`src/rtl/branch_redirect_ctrl.sv`:
```
// Execute-stage branch resolution: redirect target, front-end flushes, wrong-path kill
// and saturating branch statistics for a static predict-not-taken pipeline.
module branch_redirect_ctrl #(
  parameter int XLEN        = 32,
  parameter int CNT_W       = 16,
  parameter int KILL_CYCLES = 1
) (
  input  logic             clk,
  input  logic             reset,
  input  logic             ex_valid,
  input  logic             ex_is_branch,
  input  logic             ex_is_jal,
  input  logic             ex_is_jalr,
  input  logic             branch_taken,
  input  logic [XLEN-1:0]  ex_pc,
  input  logic [XLEN-1:0]  ex_imm,
  input  logic [XLEN-1:0]  ex_rs1,
  input  logic             stall,
  output logic             pc_redirect,
  output logic [XLEN-1:0]  pc_target,
  output logic             flush_ifid,
  output logic             flush_idex,
  output logic             ex_kill,
  output logic             misalign_exc,
  output logic [CNT_W-1:0] cnt_branch,
  output logic [CNT_W-1:0] cnt_taken,
  output logic [CNT_W-1:0] cnt_redirect
);

  localparam logic [1:0] IDLE     = 2'd0;
  localparam logic [1:0] REDIRECT = 2'd1;
  localparam logic [1:0] SQUASH   = 2'd2;
  localparam logic [1:0] KILL_INIT = 2'(KILL_CYCLES - 1);

  function automatic logic [CNT_W-1:0] sat_inc(input logic [CNT_W-1:0] c, input logic en);
    sat_inc = (en && !(&c)) ? c + 1'b1 : c;
  endfunction

  logic [1:0]      state_p1;
  logic [1:0]      kill_cnt_p1;
  logic            is_jalr_p0, is_jal_p0, is_br_p0;
  logic            retire_p0, req_p0, misal_p0, go_p0;
  logic [XLEN-1:0] sum_p0, tgt_p0;

  // Stage p0: decode priority jalr > jal > branch, target and alignment
  assign is_jalr_p0 = ex_is_jalr;
  assign is_jal_p0  = ex_is_jal & ~ex_is_jalr;
  assign is_br_p0   = ex_is_branch & ~ex_is_jal & ~ex_is_jalr;
  assign retire_p0  = (state_p1 == IDLE) & ex_valid & ~stall;
  assign req_p0     = retire_p0 & (is_jalr_p0 | is_jal_p0 | (is_br_p0 & branch_taken));
  assign sum_p0     = (is_jalr_p0 ? ex_rs1 : ex_pc) + ex_imm;
  assign tgt_p0     = is_jalr_p0 ? {sum_p0[XLEN-1:1], 1'b0} : sum_p0;
  assign misal_p0   = tgt_p0[1] | tgt_p0[0];
  assign go_p0      = req_p0 & ~misal_p0;

  // Stage p1: redirect FSM and wrong-path kill window
  always_ff @(posedge clk or posedge reset) begin
    if (reset) begin
      state_p1    <= IDLE;
      kill_cnt_p1 <= 2'd0;
    end else begin
      case (state_p1)
        IDLE:     if (go_p0) state_p1 <= REDIRECT;
        REDIRECT: begin
          if (KILL_CYCLES > 1) begin
            state_p1    <= SQUASH;
            kill_cnt_p1 <= KILL_INIT;
          end else begin
            state_p1 <= IDLE;
          end
        end
        SQUASH: begin
          kill_cnt_p1 <= kill_cnt_p1 - 2'd1;
          if (kill_cnt_p1 <= 2'd1) state_p1 <= IDLE;
        end
        default:  state_p1 <= IDLE;
      endcase
    end
  end

  always_ff @(posedge clk or posedge reset) begin
    if (reset) begin
      pc_target    <= '0;
      misalign_exc <= 1'b0;
      cnt_branch   <= '0;
      cnt_taken    <= '0;
      cnt_redirect <= '0;
    end else begin
      if (go_p0) pc_target <= tgt_p0;
      misalign_exc <= req_p0 & misal_p0;
      cnt_branch   <= sat_inc(cnt_branch, retire_p0 & is_br_p0);
      cnt_taken    <= sat_inc(cnt_taken, retire_p0 & is_br_p0 & branch_taken);
      cnt_redirect <= sat_inc(cnt_redirect, go_p0);
    end
  end

  // Decoded from state so an asynchronous reset drops them immediately
  assign pc_redirect = (state_p1 == REDIRECT);
  assign flush_ifid  = pc_redirect;
  assign flush_idex  = pc_redirect;
  assign ex_kill     = (state_p1 == REDIRECT) | (state_p1 == SQUASH);

endmodule

```
`config.mk`:
```
export PLATFORM = sky130hd
export DESIGN_NAME = branch_redirect_ctrl
export DESIGN_NICKNAME = d
export VERILOG_FILES = /design/src/rtl/branch_redirect_ctrl.sv
export SDC_FILE = /design/constraint.sdc
export NUM_CORES = 1
export LEC_CHECK = 0
export CORE_MARGIN = 5
export CORE_UTILIZATION = 47
export CTS_BUF_LIST = sky130_fd_sc_hd__clkbuf_4
export DETAILED_ROUTE_END_ITERATION = 8
export PLACE_DENSITY = 0.83
export SYNTH_ARGS = -nofsm -noshare
export SYNTH_HDL_FRONTEND = slang
export SYNTH_SLANG_ARGS = --single-unit
```
`constraint.sdc`:
```
create_clock -name clk -period 3.06 [get_ports clk]
set_clock_uncertainty 0.15 [all_clocks]
set_input_delay 0.459 -clock clk [delete_from_list [all_inputs] [get_ports clk]]
set_output_delay 0.459 -clock clk [all_outputs]
set_load 0.05 [all_outputs]
```
==> run_results.csv, run 1 <==
group,metric,value,unit
drt,detail_route.first_pass.iterations,5,
timing,final_worst_setup_slack,-11.5,ps
die,die_area,13400,sq um
die,design.portCount,189,
critical_path,crit_family,"compound AO/OA/AOI/OAI gates",
timing,hold_violations,0,
placed_design,gp_congestion,0.893,
power_and_ir_drop,design_power_total,0.00466,W
cells_and_area,fin_nets,958,
cells_and_area,mostFrequentLayoutCells,"clkdlybuf4s50_1 (183), buf_4 (86), dfrtp_1 (82), nand2_1 (69), xnor2_1 (50)",
timing,whs,221,ps
critical_path,cp_num_buf_inv,1,
logic_synthesis,synth.largest_area_cell,"dfrtp_1",
cells_and_area,synthToLayoutAreaGrowth,54.6,%
logic_synthesis,synthesis.yosys.warnings,0,
logic_synthesis,synth-seq-cells,82,
clocking,htree_levels,3,
placed_design,port_buffers,188,
global_routing,first_pass_grt_wire_length,25200,microns
power_and_ir_drop,worst_ir_drop_vdd,0.514,mV
logic_synthesis,synth.net_count,692,
critical_path,cp_capture_type,"register",
logic_synthesis,share_of_synthesized_cell_area_in_and_or_nand_and_nor_gates,15.8,%
logic_synthesis,async_reset_ff_share,100,%
critical_path,reg2reg_setup_slack,730,ps
critical_path,critical_path_class,"input port to register",
timing,final-max-slew-violation-count,0,
drt,dr_total_vias,5307,
logic_synthesis,synth-compound-area-share,15.1,%
placed_design,place_hpwl,12700,microns
drt,post_route_wl,15600,microns
logic_synthesis,mappedNetlistArea,5280,sq um
run_status,violations,"negative setup slack",
drt,drt_iter0_drc,377,
cells_and_area,final_common_cell,"clkdlybuf4s50_1",
logic_synthesis,dominantRegCellSynth,"dfrtp_1",
clocking,cts.root.buffer_cell,"clkbuf_4",
die,design.core.area,10900,sq um
die,die_h,116,microns
run_status,status,"finished, violations left",
job,max-cap-violations,0,
logic_synthesis,netlist_top_cells_area,"dfrtp_1 (39%), xnor2_1 (8.3%), ha_1 (8.1%)",
cells_and_area,drive_above_1_share,19.3,%
die,die-width,116,microns
drt,via_per_inst,5.50,
critical_path,critical_path.cell_chain,"dlygate4sd2_1, mux2_4, ha_4, fa_2, a211oi_4, o211ai_1, a41o_1, a311o_1, a221o_1, a21oi_2, xnor2_1, o21ai_1",
critical_path,critical_path.startpoint,"ex_rs1[0]",
logic_synthesis,synth_enable_flop_cells,0,
critical_path,reg2reg_to,"cnt_branch[11]$_DFFE_PP0P_",
clocking,cts_tree,"yes",
timing,grt_setup_unrepaired,"true",
critical_path,timing.reg2reg.worst_path_depth,8,
global_routing,antenna_violations_before_repair,0,
hold_path,worstHoldPathType,"input port to asynchronous set/reset pin",
critical_path,critical_path.reg2reg.startpoint,"state_p1[0]$_DFFE_PP0P_",
critical_path,worst-path-max-fanout,3,
drt,antenna_left,0,
logic_synthesis,syn_inst,553,
logic_synthesis,post_synthesis_share_of_cell_area_spent_on_xor_and_xnor_gates,11.3,%
clocking,worstSkewPairLatency,460,ps
timing,period_minus_slack,3070,ps
logic_synthesis,synthesis.area_per_instance,9.54,sq um
critical_path,cp_data_arrival_time,3280,ps
critical_path,critical_path_startpoint_category,"input port",
timing,maxClockFrequency,326,MHz
logic_synthesis,synth.yosys.seq_area_share,38.9,%
critical_path,critical_path.slowest_cell,"a311o_1",
timing,worst_slew_pin_slew,631,ps
global_routing,grt_max_degree,51,
clocking,cts_made_buffers,9,
power_and_ir_drop,cellPowerDensity,572,nW/um^2
drt,wl_per_cell,16.2,microns
clocking,cts.path.max_buffers,2,
die,placement_rows,38,
critical_path,critical_path_required,3270,ps
die,starting_density_of_the_core,48.2,%
cells_and_area,fillers,808,
drt,detail_route.drc_violations,0,
clocking,clock_sinks,82,
timing,final_min_period_over_clock_period,100,%
global_routing,grt-ovfl-total,0,
logic_synthesis,synthMuxAreaShare,7.85,%
logic_synthesis,proportion_of_netlist_area_held_by_the_largest_area_contributor,38.9,%
timing,timing.final.setup_violations,1,
global_routing,grt.total_usage,23.5,%
logic_synthesis,synth_fa_ha_area_share,8.44,%
logic_synthesis,synth_top_family_by_area,"simple AND/OR/NAND/NOR gates",
logic_synthesis,ys_types,54,
clocking,path_clk_slew,130,ps
power_and_ir_drop,p_leak,3.62,nW
timing,timing.max_slew.rel_slack,57.9,%
global_routing,grt_pass1_vias,5403,
critical_path,critical_path.max_stage_delay,420,ps
layout make-up:
cell class / count / area [sq um] / area share [%]
timing repair buffer: 276 / 2550 / 31.3
clock buffer: 10 / 75.1 / 0.921
antenna: 1 / 2.50 / 0.0307
multi-input combinational: 437 / 3190 / 39.1
tap: 140 / 175 / 2.15
inverter: 13 / 50.0 / 0.614
clock inverter: 6 / 65.1 / 0.798
sequential: 82 / 2050 / 25.2
timing repair:
action / CTS / global route
pin swaps: 9 / 9
endpoints found under the setup margin: 5 / 8
gates resized for setup: 4 / 6
setup buffers: 4 / 4
hold buffers: 0 / 0
report_power, final:
group          leakage [nW]  internal (W)  switching, W  total (W)
combinational          2.45      0.000989       0.00150    0.00249
clock                0.0768      0.000259      0.000401   0.000661
sequential             1.09       0.00131      0.000198    0.00151
total                  3.62       0.00256       0.00210    0.00466
kinds of logic (layout without fill, tap and decap cells):
kind of cell / Yosys count / count (layout)
AND/OR/NAND/NOR: 175 / 175
AO/OA/AOI/OAI: 122 / 122
flip-flops: 82 / 82
XOR/XNOR: 68 / 68
multiplexers: 37 / 37
adder cells (fa/ha/maj): 35 / 35
buffers and inverters: 34 / 305
other: 0 / 1
Yosys cell counts (3+ instances only):
cell       n
inv_1     11
a311oi_1   4
xor2_1    18
nand3_1   29
nor3_1     9
o31ai_1    6
o211ai_1   4
xnor2_1   50
nand4_1   19
and3_1    10
and4_1     6
dfrtp_1   82
clkbuf_1  16
o21ai_1   19
a21o_1    12
mux2_2    35
and2_1     4
a211oi_1   3
o21ai_0   16
o21a_1     3
a21oi_1   28
o21bai_1   4
nand2_1   69
buf_4      3
ha_1      34
nor2_1    24
how the worst max path moves through the flow:
stage / to / cells after the start
3_3_place_gp: pc_target[18]$_DFFE_PP0P_ / 12
6_report: pc_target[18]$_DFFE_PP0P_ / 12
2_1_floorplan: pc_target[18]$_DFFE_PP0P_ / 12
5_1_grt: pc_target[18]$_DFFE_PP0P_ / 12
4_1_cts: pc_target[18]$_DFFE_PP0P_ / 12
3_5_place_dp: pc_target[18]$_DFFE_PP0P_ / 12
state kept, by name, indices dropped and copies added (netlist names):
name / count
cnt_taken: 16
pc_target: 32
misalign_exc: 1
cnt_redirect: 16
cnt_branch: 16
state_p1: 1
through the flow:
stage	setup TNS (ps)	instances	setup WS (ps)	cell area (sq um)	util (%)
finish	-11.5	965	-11.5	8160	74.6
global route	-119	964	-81.7	8150	74.6
CTS	0	960	7.08	8100	74.0
global placement	-7170	940	-602	7930	72.5
floorplan	-886	553	-271	5390	-
detailed placement	-10730	940	-701	7930	72.5
per-layer routing:
metal	share of wire, %	vias up	GRT usage (%)
li1	-	2533	-
met1	39	2549	27.5
met2	52	190	42.3
met3	6.5	35	5.38
met4	2.6	0	8.20
met5	0	-	0
Power figures use the tool's default switching activity.
==> run 2, diff against run 1 <==
--- a/config.mk
+++ b/config.mk
@@ -5,11 +5,12 @@
 export SDC_FILE = /design/constraint.sdc
 export NUM_CORES = 1
 export LEC_CHECK = 0
-export CORE_MARGIN = 5
+export CORE_MARGIN = 3
 export CORE_UTILIZATION = 47
 export CTS_BUF_LIST = sky130_fd_sc_hd__clkbuf_4
 export DETAILED_ROUTE_END_ITERATION = 8
 export PLACE_DENSITY = 0.83
+export SETUP_SLACK_MARGIN = 0.3
 export SYNTH_ARGS = -nofsm -noshare
 export SYNTH_HDL_FRONTEND = slang
 export SYNTH_SLANG_ARGS = --single-unit
==> run 2 against run 1 <==
The run now ends clean. Count of clock-buffer cells in the layout stayed put. Global-route usage is 1.0 points higher. Cell count is 0.83% higher. Setup slack better by 150 ps. Final area is 4.1% higher. Sequential cell count stayed put. Routed wire length is 4.0% higher. Power is 0.25% higher. Sequential power hardly changed. Critical path type unchanged. Core utilization is 3.4 points higher. Non-clock buffer count is 9 higher.
==> run_results.csv, run 2 (synthesis gave the netlist of run 1 again) <==
group,metric,value,unit
power_and_ir_drop,pwr-share-comb,55.9,%
timing,maxClockFrequency,343,MHz
power_and_ir_drop,swShare,45.7,%
timing,period_minus_slack,2920,ps
die,design.core.area,10900,sq um
critical_path,cp_data_arrival_time,3090,ps
drt,detail_route.drc_violations,0,
die,die-width,112,microns
cells_and_area,mostFrequentLayoutCells,"clkdlybuf4s50_1 (182), buf_4 (86), dfrtp_1 (82), nand2_1 (69), xnor2_1 (47)",
placed_design,gp_congestion,0.898,
placed_design,place_hpwl,12300,microns
timing,final_worst_setup_slack,142,ps
global_routing,first_pass_grt_wire_length,25500,microns
die,starting_density_of_the_core,48.5,%
global_routing,grt.total_usage,24.5,%
clocking,cts_hold_repair.buffers,0,
cells_and_area,synthToLayoutAreaGrowth,60.8,%
timing,grt_setup_unrepaired,"true",
die,die_h,112,microns
drt,wl_per_cell,16.7,microns
critical_path,cp_capture_type,"register",
critical_path,cp_num_buf_inv,2,
power_and_ir_drop,sequentialPowerShare,32.6,%
job,max-cap-violations,0,
global_routing,grt_pass1_vias,5468,
critical_path,critical_path.cell_chain,"clkdlybuf4s50_1, mux2_2, ha_1, buf_4, nand2_1, o21ai_2, a41o_1, a31o_4, a21oi_4, o21a_1, o2111a_1, a211o_1",
clocking,path_clk_slew,130,ps
global_routing,antenna_violations_before_repair,0,
power_and_ir_drop,p_leak,3.71,nW
clocking,cts.root.buffer_cell,"clkbuf_4",
timing,worst_slew_pin_slew,573,ps
timing,whs,210,ps
clocking,cts_made_buffers,9,
drt,antenna_left,0,
drt,drt_iter0_drc,273,
die,die_area,12500,sq um
power_and_ir_drop,design_power_total,0.00467,W
critical_path,critical_path_startpoint_category,"input port",
die,placement_rows,38,
cells_and_area,largest_register_ffs,32,
global_routing,grt-ovfl-total,0,
timing,timing.max_slew.rel_slack,61.7,%
clocking,cts.path.max_buffers,2,
die,design.portCount,189,
hold_path,worstHoldPathType,"input port to asynchronous set/reset pin",
clocking,worstSkewPairLatency,420,ps
run_status,status,"finished, final reports clean",
cells_and_area,antennaDiodeCount,0,
cells_and_area,final_common_cell,"clkdlybuf4s50_1",
cells_and_area,drive_above_1_share,23.4,%
timing,final_min_period_over_clock_period,95.4,%
power_and_ir_drop,net-switching-power,0.00214,W
critical_path,worst-path-max-fanout,3,
cells_and_area,regMostFlops,"pc_target",
power_and_ir_drop,share_clk_of_total_power,11.5,%
clocking,clock_sinks,82,
power_and_ir_drop,worst_ir_drop_vdd,0.415,mV
critical_path,crit_family,"compound AO/OA/AOI/OAI gates",
timing,final-max-slew-violation-count,0,
cells_and_area,finalCoreUtilization,77.9,%
drt,dr_total_vias,5419,
drt,via_per_inst,5.57,
placed_design,port_buffers,188,
power_and_ir_drop,cellPowerDensity,551,nW/um^2
power_and_ir_drop,power.internal,0.00254,W
critical_path,critical_path_class,"input port to register",
global_routing,grt_max_degree,49,
drt,post_route_wl,16300,microns
critical_path,critical_path_required,3230,ps
critical_path,critical_path.max_stage_delay,410,ps
timing,hold_violations,0,
cells_and_area,fin_nets,967,
placed_design,pre_cts_ws,-596,ps
drt,detail_route.first_pass.iterations,4,
clocking,htree_levels,3,
timing,timing.final.setup_violations,0,
clocking,cts_tree,"yes",
critical_path,critical_path.slowest_cell,"clkdlybuf4s50_1",
## run 2: cell count changes in the layout (fill, tap and decap cells not counted), sizes merged
cell           delta
buf              +11
inv               -1
clkdlybuf4s50     -1
clkinv            +2
bufinv            -1
dlygate4sd2       -1
diode             -1
## run 2: worst reg2reg max path, delay by kind of cell (launching register included)
family          cells  cell delay [ps]
simple gates        5             1050
flops               1              450
compound gates      1              230
buf+inv             1              160
xor+xnor            1              160
## run 2: layer usage
| layer | part of all wire (%) | up-vias | wire length (microns) | GRT usage [%] |
|---|---|---|---|---|
| met1 | 40 | 2621 | 6430 | 28.9 |
| li1 | - | 2553 | - | - |
| met3 | 4.6 | 39 | 748 | 3.53 |
| met2 | 53 | 206 | 8570 | 45.3 |
| met4 | 3.2 | 0 | 514 | 8.97 |
| met5 | 0 | - | 0 | 0 |
## run 2: what timing repair did
item,in CTS,in global routing
endpoints found under the setup margin,18,20
pin swaps,20,20
gates resized for setup,26,32
endpoints found under the hold margin,0,0
buffers inserted,10,6
## run 2: final timing paths
kind                                     startpoint  depth (start not counted)                          to  slack [ps]
min in group clk           pc_target[4]$_DFFE_PP0P_                          2    pc_target[4]$_DFFE_PP0P_         350
hold reg to reg            pc_target[4]$_DFFE_PP0P_                          2    pc_target[4]$_DFFE_PP0P_         350
hold / removal                                reset                          2    pc_target[3]$_DFFE_PP0P_         210
setup reg to reg            state_p1[0]$_DFFE_PP0P_                          8  cnt_branch[11]$_DFFE_PP0P_         750
setup / recovery                          ex_rs1[7]                         12   pc_target[28]$_DFFE_PP0P_         140
max in group asynchronous                     reset                          3   cnt_branch[2]$_DFFE_PP0P_        1930
## run 2: cell type report
class / instances / area [sq um]
clock buffers: 10 / 75.1
clock inverters: 6 / 33.8
fillers: 716 / 2400
inverters: 13 / 50.0
multi-input cells: 437 / 3420
flip-flops and latches: 82 / 2050
well taps: 140 / 175
repair buffers: 285 / 2680
## run 2: power groups by stage
stage | sequential, W | combinational, W | clock (W)
after global placement | 0.00153 | 0.00241 | 0
after CTS | 0.00152 | 0.00253 | 0.000545
after detailed placement | 0.00154 | 0.00247 | 0
after global routing | 0.00156 | 0.00276 | 0.000598
after floorplan | 0.00232 | 0.000699 | 0
final | 0.00152 | 0.00261 | 0.000537
## run 2: metrics by stage
step	setup TNS, ps	area (sq um)	instances
global placement	-5790	8010	941
CTS	0	8280	967
finish	0	8490	973
detailed placement	-7660	8010	941
global route	0	8490	973
floorplan	-730	5470	553
==> run 3, diff against run 2 <==
--- a/config.mk
+++ b/config.mk
@@ -5,6 +5,7 @@
 export SDC_FILE = /design/constraint.sdc
 export NUM_CORES = 1
 export LEC_CHECK = 0
+export CAP_MARGIN = 5
 export CORE_MARGIN = 3
 export CORE_UTILIZATION = 47
 export CTS_BUF_LIST = sky130_fd_sc_hd__clkbuf_4
==> constraint.sdc (replaced) <==
create_clock -name clk -period 3.1 [get_ports clk]
set_clock_uncertainty 0.15 [all_clocks]
set_input_delay 0.465 -clock clk [delete_from_list [all_inputs] [get_ports clk]]
set_output_delay 0.465 -clock clk [all_outputs]
set_load 0.05 [all_outputs]
==> run 3 against run 2 <==
Power shrank 1.1%. Clock power up 0.7%. Core utilization about the same. Highest routed layer unchanged. Cell count is 0.21% higher. Critical path type unchanged. Sequential share of layout area is essentially flat. Combinational power down 2%. Critical path depth rose by 2. Sequential power hardly changed. Global-route usage grew 0.24 points. Routed wire length rose by 1.0%. Count of clock-buffer cells in the layout unchanged. Setup slack better by 33 ps.
==> run_results.csv, run 3 (synthesis gave the netlist of run 1 again) <==
group,metric,value,unit
power_and_ir_drop,worst_ir_drop_vdd,0.351,mV
drt,antenna_left,0,
die,die_area,12500,sq um
cells_and_area,fillers,670,
critical_path,cp_capture_type,"register",
drt,via_per_inst,5.55,
critical_path,critical_path_class,"input port to register",
power_and_ir_drop,power.internal,0.00250,W
drt,post_route_wl,16400,microns
cells_and_area,synthToLayoutAreaGrowth,60.9,%
hold_path,worstHoldPathType,"input port to asynchronous set/reset pin",
cells_and_area,antennaDiodeCount,0,
job,max-cap-violations,0,
die,die_h,112,microns
clocking,clock_sinks,82,
cells_and_area,mostFrequentLayoutCells,"clkdlybuf4s50_1 (178), buf_4 (92), dfrtp_1 (82), nand2_1 (69), xnor2_1 (50)",
global_routing,grt.total_usage,24.8,%
global_routing,gr-usage-met3,3.53,%
power_and_ir_drop,cellPowerDensity,544,nW/um^2
die,die-width,112,microns
timing,final_min_period_over_clock_period,94.4,%
global_routing,grt_max_degree,41,
die,design.portCount,189,
critical_path,critical_path_startpoint_category,"input port",
cells_and_area,fin_nets,970,
power_and_ir_drop,swShare,45.8,%
timing,whs,173,ps
die,starting_density_of_the_core,48.5,%
power_and_ir_drop,sequentialPowerShare,32.6,%
cells_and_area,final_common_cell,"clkdlybuf4s50_1",
global_routing,first_pass_grt_wire_length,25600,microns
power_and_ir_drop,share_clk_of_total_power,11.7,%
timing,period_minus_slack,2930,ps
global_routing,grt_pass1_vias,5524,
critical_path,critical_path_required,3270,ps
power_and_ir_drop,net-switching-power,0.00212,W
timing,timing.final.setup_violations,0,
critical_path,crit_family,"buffers and inverters",
cells_and_area,finalCoreUtilization,78.0,%
clocking,cts.path.max_buffers,2,
cells_and_area,multi_input_comb_area,3430,sq um
placed_design,port_buffers,188,
power_and_ir_drop,design_power_total,0.00462,W
clocking,cts_hold_repair.buffers,0,
global_routing,global_route.usage.met2,45.2,%
global_routing,grt.met1_usage,29.3,%
timing,timing.setup.tns,0,ps
critical_path,critical-path-top-cell-by-count,"buf_4",
global_routing,top_usage_layer,"met2",
placed_design,post-place-cells,945,
drt,detail_route.first_pass.iterations,5,
global_routing,antenna_violations_before_repair,0,
cells_and_area,drive_above_1_share,23.5,%
critical_path,cp_num_buf_inv,6,
cells_and_area,largest_register_ffs,32,
timing,final-max-slew-violation-count,0,
timing,timing.max_slew.rel_slack,62.6,%
cells_and_area,regMostFlops,"pc_target",
power_and_ir_drop,p_leak,3.73,nW
drt,dr_total_vias,5411,
critical_path,critical_path.slowest_cell,"mux2_2",
clocking,cts_tree,"yes",
run_status,status,"finished, final reports clean",
clocking,path_clk_slew,130,ps
die,placement_rows,38,
clocking,htree_levels,3,
timing,hold_violations,0,
cells_and_area,register_area,2050,sq um
drt,drt_iter0_drc,344,
timing,worst_slew_pin_slew,559,ps
drt,detail_route.drc_violations,0,
power_and_ir_drop,pwr-share-comb,55.7,%
drt,wl_per_cell,16.9,microns
clocking,worstSkewPairLatency,430,ps
timing,maxClockFrequency,342,MHz
global_routing,grt-ovfl-total,0,
timing,grt_setup_unrepaired,"true",
critical_path,cp_data_arrival_time,3100,ps
clocking,cts.root.buffer_cell,"clkbuf_4",
die,design.core.area,10900,sq um
placed_design,gp_congestion,0.911,
critical_path,critical_path.max_stage_delay,360,ps
placed_design,place_hpwl,12400,microns
cells_and_area,fin_cells,975,
critical_path,worst-path-max-fanout,9,
clocking,cts_made_buffers,9,
critical_path,critical_path.cell_chain,"buf_8, buf_6, buf_6, mux2_2, ha_4, buf_4, nand2_1, nor3_2, buf_4, buf_4, a21oi_4, o21a_1, o2111a_1, a211o_1",
## run 3: metrics by stage
step / area (sq um) / worst slack (ps)
after floorplan: 5470 / -236
after global placement: 8040 / -503
after detailed placement: 8040 / -580
after CTS: 8250 / 165
after global routing: 8490 / 106
final: 8490 / 175
## run 3: cell type report
type	count	area share [%]
Clock buffer	10	0.884
Clock inverter	5	0.383
Inverter	13	0.590
Multi-Input combinational cell	437	40.4
Sequential cell	82	24.2
Tap cell	140	2.06
Timing Repair Buffer	288	31.5
## run 3: final timing paths
check	start	endpoint	slack (ps)	cells after the start
worst max-delay path	ex_is_jalr	pc_target[28]$_DFFE_PP0P_	170	14
worst min register to register	pc_target[3]$_DFFE_PP0P_	pc_target[3]$_DFFE_PP0P_	350	2
max in group asynchronous	reset	pc_target[0]$_DFFE_PP0P_	2000	3
min in group clk	pc_target[3]$_DFFE_PP0P_	pc_target[3]$_DFFE_PP0P_	350	2
worst min-delay path	reset	cnt_taken[9]$_DFFE_PP0P_	170	2
worst max register to register	state_p1[0]$_DFFE_PP0P_	cnt_taken[13]$_DFFE_PP0P_	650	9
## run 3: worst register-to-register path: stages (launching register included)
cell     delay (ps)
dfrtp_1         460
nor3b_1         280
buf_4           180
nand4_1         130
a41oi_1         250
and3_1          260
nand3_1         120
nor2_1          230
nand4_1         150
xnor2_1         140
## run 3: repair_timing
action,4_1_cts,5_1_grt
hold endpoints to repair,0,0
pin swaps,23,25
endpoints found under the setup margin,16,20
setup buffers,7,8
gates resized for setup,24,35
## run 3: power by group through the flow
stage	Sequential (W)	Clock, W	Combinational, W
after floorplan	0.00229	0	0.000690
after global placement	0.00150	0	0.00239
after detailed placement	0.00152	0	0.00244
after CTS	0.00150	0.000551	0.00249
after global routing	0.00154	0.000602	0.00272
final	0.00151	0.000541	0.00257
## run 3: per-layer routing
| metal | wire [microns] | up-vias | part of all wire [%] |
|---|---|---|---|
| met5 | 0 | - | 0 |
| met4 | 493 | 0 | 3.0 |
| met3 | 804 | 44 | 4.9 |
| met2 | 8670 | 198 | 53 |
| met1 | 6470 | 2614 | 39 |
| li1 | - | 2555 | - |
